<file path="src/rtl/bram_ctrl_pkg.sv">
// bram_ctrl_pkg: shared FSM state type and default widths for the BRAM burst controller
package bram_ctrl_pkg;
  localparam int ADDR_W_DEF = 10;
  localparam int DATA_W_DEF = 16;
  localparam int LEN_W_DEF = 8;
  typedef enum logic [1:0] {IDLE, WRITE, READ, DRAIN} state_t;
endpackage

</file>
<file path="src/rtl/bram_rfifo.sv">
// bram_rfifo: first-word-fall-through read-return FIFO with occupancy count
module bram_rfifo #(
  parameter int DATA_W = 16,
  parameter int DEPTH = 4
) (
  input  logic                         clka_mmcm,
  input  logic                         reset,
  input  logic                         push,
  input  logic [DATA_W-1:0]            din,
  input  logic                         pop,
  output logic [DATA_W-1:0]            dout,
  output logic                         empty,
  output logic [$clog2(DEPTH+1)-1:0]   count
);
  localparam int PW = $clog2(DEPTH);
  localparam int CW = $clog2(DEPTH + 1);
  logic [DATA_W-1:0] mem [DEPTH];
  logic [PW-1:0] wptr, rptr;
  function automatic logic [PW-1:0] nxt(input logic [PW-1:0] p);
    return p == PW'(DEPTH - 1) ? '0 : p + PW'(1);
  endfunction
  assign empty = count == '0;
  assign dout = mem[rptr];
  always_ff @(posedge clka_mmcm)
    if (push) mem[wptr] <= din;
  always_ff @(posedge clka_mmcm) begin
    if (reset) begin
      wptr <= '0;
      rptr <= '0;
      count <= '0;
    end else begin
      if (push) wptr <= nxt(wptr);
      if (pop) rptr <= nxt(rptr);
      count <= count + CW'(push) - CW'(pop);
    end
  end
  // issue throttling in the controller keeps a full FIFO from ever seeing a push
  assert property (@(posedge clka_mmcm) disable iff (reset) !(push && !pop && count == CW'(DEPTH)));
endmodule

</file>
<file path="src/rtl/bram_burst_ctrl.sv">
// bram_burst_ctrl: burst command engine driving a single-port BRAM for writes and flow-controlled reads
module bram_burst_ctrl import bram_ctrl_pkg::*; #(
  parameter int ADDR_W = ADDR_W_DEF,
  parameter int DATA_W = DATA_W_DEF,
  parameter int LEN_W = LEN_W_DEF,
  parameter int RD_LAT = 2,
  parameter int RFIFO_DEPTH = 4
) (
  input  logic              clka_mmcm,
  input  logic              reset,
  input  logic              cmd_valid,
  output logic              cmd_ready,
  input  logic              cmd_write,
  input  logic [ADDR_W-1:0] cmd_addr,
  input  logic [LEN_W-1:0]  cmd_len,
  input  logic              wr_valid,
  output logic              wr_ready,
  input  logic [DATA_W-1:0] wr_data,
  output logic              rd_valid,
  input  logic              rd_ready,
  output logic [DATA_W-1:0] rd_data,
  output logic              mem_we,
  output logic [ADDR_W-1:0] mem_addr,
  output logic [DATA_W-1:0] mem_din,
  input  logic [DATA_W-1:0] mem_dout,
  output logic              busy,
  output logic              done
);
  localparam int CW = $clog2(RFIFO_DEPTH + 1);
  if (RFIFO_DEPTH < RD_LAT + 1) begin : g_depth_check
    $error("RFIFO_DEPTH must be at least RD_LAT+1");
  end
  state_t state;
  logic [ADDR_W-1:0] addr;
  logic [LEN_W-1:0] rem;
  logic fin, mem_rd, beat, issue, push, pop, empty;
  logic [RD_LAT-1:0] pipe;
  logic [CW-1:0] count, inflight;
  logic [CW:0] occ;
  bram_rfifo #(.DATA_W(DATA_W), .DEPTH(RFIFO_DEPTH)) u_rfifo (
    .clka_mmcm(clka_mmcm),
    .reset(reset),
    .push(push),
    .din(mem_dout),
    .pop(pop),
    .dout(rd_data),
    .empty(empty),
    .count(count)
  );
  always_comb begin
    occ = {1'b0, count} + {1'b0, inflight};
    beat = state == WRITE && !fin && wr_valid;
    issue = state == READ && occ < (CW+1)'(RFIFO_DEPTH);
    push = pipe[RD_LAT-1];
    pop = !empty && rd_ready;
  end
  assign cmd_ready = state == IDLE;
  assign busy = state != IDLE;
  // fin marks that every write beat is taken; the cycle after carries the final mem_we
  assign wr_ready = state == WRITE && !fin;
  assign rd_valid = !empty;
  assign done = (state == WRITE && fin) || (state == DRAIN && inflight == '0 && empty);
  always_ff @(posedge clka_mmcm) begin
    if (reset) begin
      state <= IDLE;
      addr <= '0;
      rem <= '0;
      fin <= 1'b0;
      mem_we <= 1'b0;
      mem_rd <= 1'b0;
      mem_addr <= '0;
      mem_din <= '0;
      pipe <= '0;
      inflight <= '0;
    end else begin
      mem_we <= beat;
      mem_rd <= issue;
      pipe <= RD_LAT'({pipe, mem_rd});
      inflight <= inflight + CW'(issue) - CW'(push);
      if (beat || issue) begin
        mem_addr <= addr;
        addr <= addr + ADDR_W'(1);
        rem <= rem - LEN_W'(1);
      end
      if (beat) mem_din <= wr_data;
      if (beat && rem == '0) fin <= 1'b1;
      if (issue && rem == '0) state <= DRAIN;
      if (state == IDLE && cmd_valid) begin
        addr <= cmd_addr;
        rem <= cmd_len;
        fin <= 1'b0;
        state <= cmd_write ? WRITE : READ;
      end
      if (done) state <= IDLE;
    end
  end
endmodule

</file>
<file path="config.mk">
export PLATFORM = sky130hd
export DESIGN_NAME = bram_burst_ctrl
export DESIGN_NICKNAME = d
export VERILOG_FILES = /design/src/rtl/bram_ctrl_pkg.sv /design/src/rtl/bram_rfifo.sv /design/src/rtl/bram_burst_ctrl.sv
export SDC_FILE = /design/constraint.sdc
export NUM_CORES = 1
export LEC_CHECK = 0
export BUFFER_PORTS_ARGS = -buffer_cell sky130_fd_sc_hd__buf_2
export CAP_MARGIN = 20
export CORE_MARGIN = 5
export CORE_UTILIZATION = 40
export DETAILED_ROUTE_END_ITERATION = 12
export SLEW_MARGIN = 20
export SYNTH_ARGS = -nofsm -noshare
export SYNTH_HDL_FRONTEND = slang
export SYNTH_SLANG_ARGS = --single-unit
</file>
<file path="constraint.sdc">
create_clock -name clka_mmcm -period 2.1 [get_ports clka_mmcm]
set_clock_uncertainty 0.1 [all_clocks]
set_input_delay 0.315 -clock clka_mmcm [delete_from_list [all_inputs] [get_ports clka_mmcm]]
set_output_delay 0.315 -clock clka_mmcm [all_outputs]
set_load 0.005 [all_outputs]
</file>
==> metrics.txt <==
outcome=finished, violations left; failing checks=negative setup slack; Placeable Area=12500 um^2; setup TNS=-0.310 ns; Sequential Area=3190 um^2; synth unique cells=37; max_cap viols=0; Final WS setup=-0.132 ns; Cells after Synth=413; number of fill cells=1107; commonest cells after routing, fill and taps aside=buf_2 (103), nand2_1 (72), edfxtp_1 (64); clock sinks=127; count of buffers from port buffering=103; Util after Layout=0.537; CTS root buf=clkbuf_16; fin area=6720 um^2; Die Y=123 um; vias=3540; ys flop type=edfxtp_1; vias in the first global route=3647; crit-path max FO=2; clock latency on the worst-skew pair=0.41 ns; Area after DPL=5950 um^2; crit-path cells=or3_4, buf_6, nor4_4, mux2i_1, nor2b_1, buf_2; Rows=41; CTS tree=done; layout cells sized above 1=0.358; maximum VDD drop=0.000621 V; fin nets=621; fin crit share=1.06; DR WL/cell=15.1 um; Slowest Stage Delay on Critical Path=0.40 ns; I/O Pins=104; synthesized area per cell=12.3 um^2; GRT overflow=0; DRC violations left=0; DP Cell Count=690; crit end category=primary output; # diodes=0; # H-tree levels=4; Worst Path Required=1.68 ns; Reg clk slew, reported paths=0.06 ns; Power Dens Cells=1100 nW/um^2; Die ar.=15100 um^2; Slowest cell on crit path=or3_4; dpl hpwl=7630 um; first drt pass iteration count=4; crit start category=flop; GP Congestion=0.820; Post-DRT Antenna Nets=0; synth warn=0; starting density of the core=0.406; FF-to-FF path depth=11; register bit total from synthesis=127; Post-Synthesis Net Count=485; All-Layer GR Usage=0.156; Min Hold Slack=0.0197 ns; Post-synth EDFFs=64; Die X=123 um; worst hold stages=1; fmax=448 MHz; initial antenna violation count=0; first-pass GRT wire length=17700 um; Worst EP arrival=1.82 ns; Min-Delay Path Class=primary input to flop; crit path time final=2.23 ns; 1st-iter DRT viols=196; area of the multi-input gates=1830 um^2; Leakage=0.00263 uW; final cell count without fillers=734; largest net degree at the start of global routing=32; CTS max path bufs=2; worst slew pin tran=0.874 ns; final-report hold violation count=0; Slew headroom=0.417; CP Depth=6; Area Overhead vs Synth=32.2%; largest delay contributor family on the critical path=simple AND/OR/NAND/NOR gates; Mapped Area=5080 um^2; Seq/Total Area, Yosys=0.627; final setup fails=8; Num CTS Buffers=17; commonest non-fill, non-tap cell in the layout=buf_2; FFs w/ async S/R, synth=0; Slew Viols, Final=0; DR vias/cell=4.82; WP buf/inv=2; kind of critical path=flop to primary output; Total Routed Length=11100 um; RSZ-0062 raised after global routing=yes
-- state kept, by name, summed over array words and instances, names as in the netlist, named ones only --
signal	count
u_rfifo.mem	64
u_rfifo.rptr	2
inflight	3
rem	8
pipe	2
fin	1
mem_rd	1
u_rfifo.count	3
mem_din	16
mem_addr	10
addr	10
mem_we	1
u_rfifo.wptr	2
state	2
-- worst paths after layout --
path / startpoint / to / slack, ns
setup / recovery: u_rfifo.count[2] / done / -0.13
hold / removal: mem_dout[2] / u_rfifo.mem[0][2] / 0.02
setup reg to reg: u_rfifo.count[2] / u_rfifo.count[2] / -0.08
hold reg to reg: mem_rd / pipe[0] / 0.34
-- synth_stat cells, types with 8 or more instances --
cell,count,share of area
mux4_2,16,0.071
a211oi_1,10,0.015
clkbuf_1,17,0.013
nor2_1,30,0.022
inv_1,12,0.0089
dfxtp_1,63,0.25
xor2_1,13,0.022
edfxtp_1,64,0.38
a21oi_1,33,0.033
nand2_1,73,0.054
ha_1,14,0.034
nand3_1,8,0.0079
-- per-stage QoR --
stage                     power (uW)  setup WS (ns)
after global routing            7770         -0.236
after detailed placement        4410        -0.0966
after floorplan                 3830        -0.0479
final                           7390         -0.132
after CTS                       7380         -0.166
after global placement          4380        -0.0653
-- logic make-up after synthesis --
logic type,count (synthesis),share of synthesized area
DFF,127,0.627
xor gates and xnor gates,17,0.0293
AOI/OAI and AO/OA,53,0.0618
buffers and inverters,35,0.0315
and+or+nand+nor,145,0.129
muxes,20,0.0788
adders and majority gates,16,0.0424
-- metal layers --
metal	global-route usage	wire length (um)	part of all wire	vias up
met2	0.259	5500	0.50	105
met1	0.183	4680	0.42	1677
met5	0	0	0	-
li1	-	-	-	1743
met3	0.0558	742	0.067	15
met4	0.0623	185	0.017	0
-- what timing repair did --
action                                  4_1_cts  5_1_grt
endpoints found under the setup margin        2       29
hold endpoints to repair                     12        0
buffers inserted                              3        3
hold buffers                                  5        0
gates cloned                                  0        1
pin swaps                                     2        5
gates resized for setup                       4        8
-- final cells by class --
class | count | share of cell area
well taps | 172 | 0.0320
inverters | 12 | 0.00671
clock inverters | 15 | 0.0240
flip-flops and latches | 127 | 0.474
multi-input cells | 251 | 0.272
clock buffers | 17 | 0.0633
repair buffers | 140 | 0.127
-- report_power, final --
| part | internal [uW] | switching (uW) |
|---|---|---|
| clock network | 1760 | 1100 |
| logic | 892 | 723 |
| registers | 2770 | 150 |
Note: power is estimated with default switching activity, not from simulation.
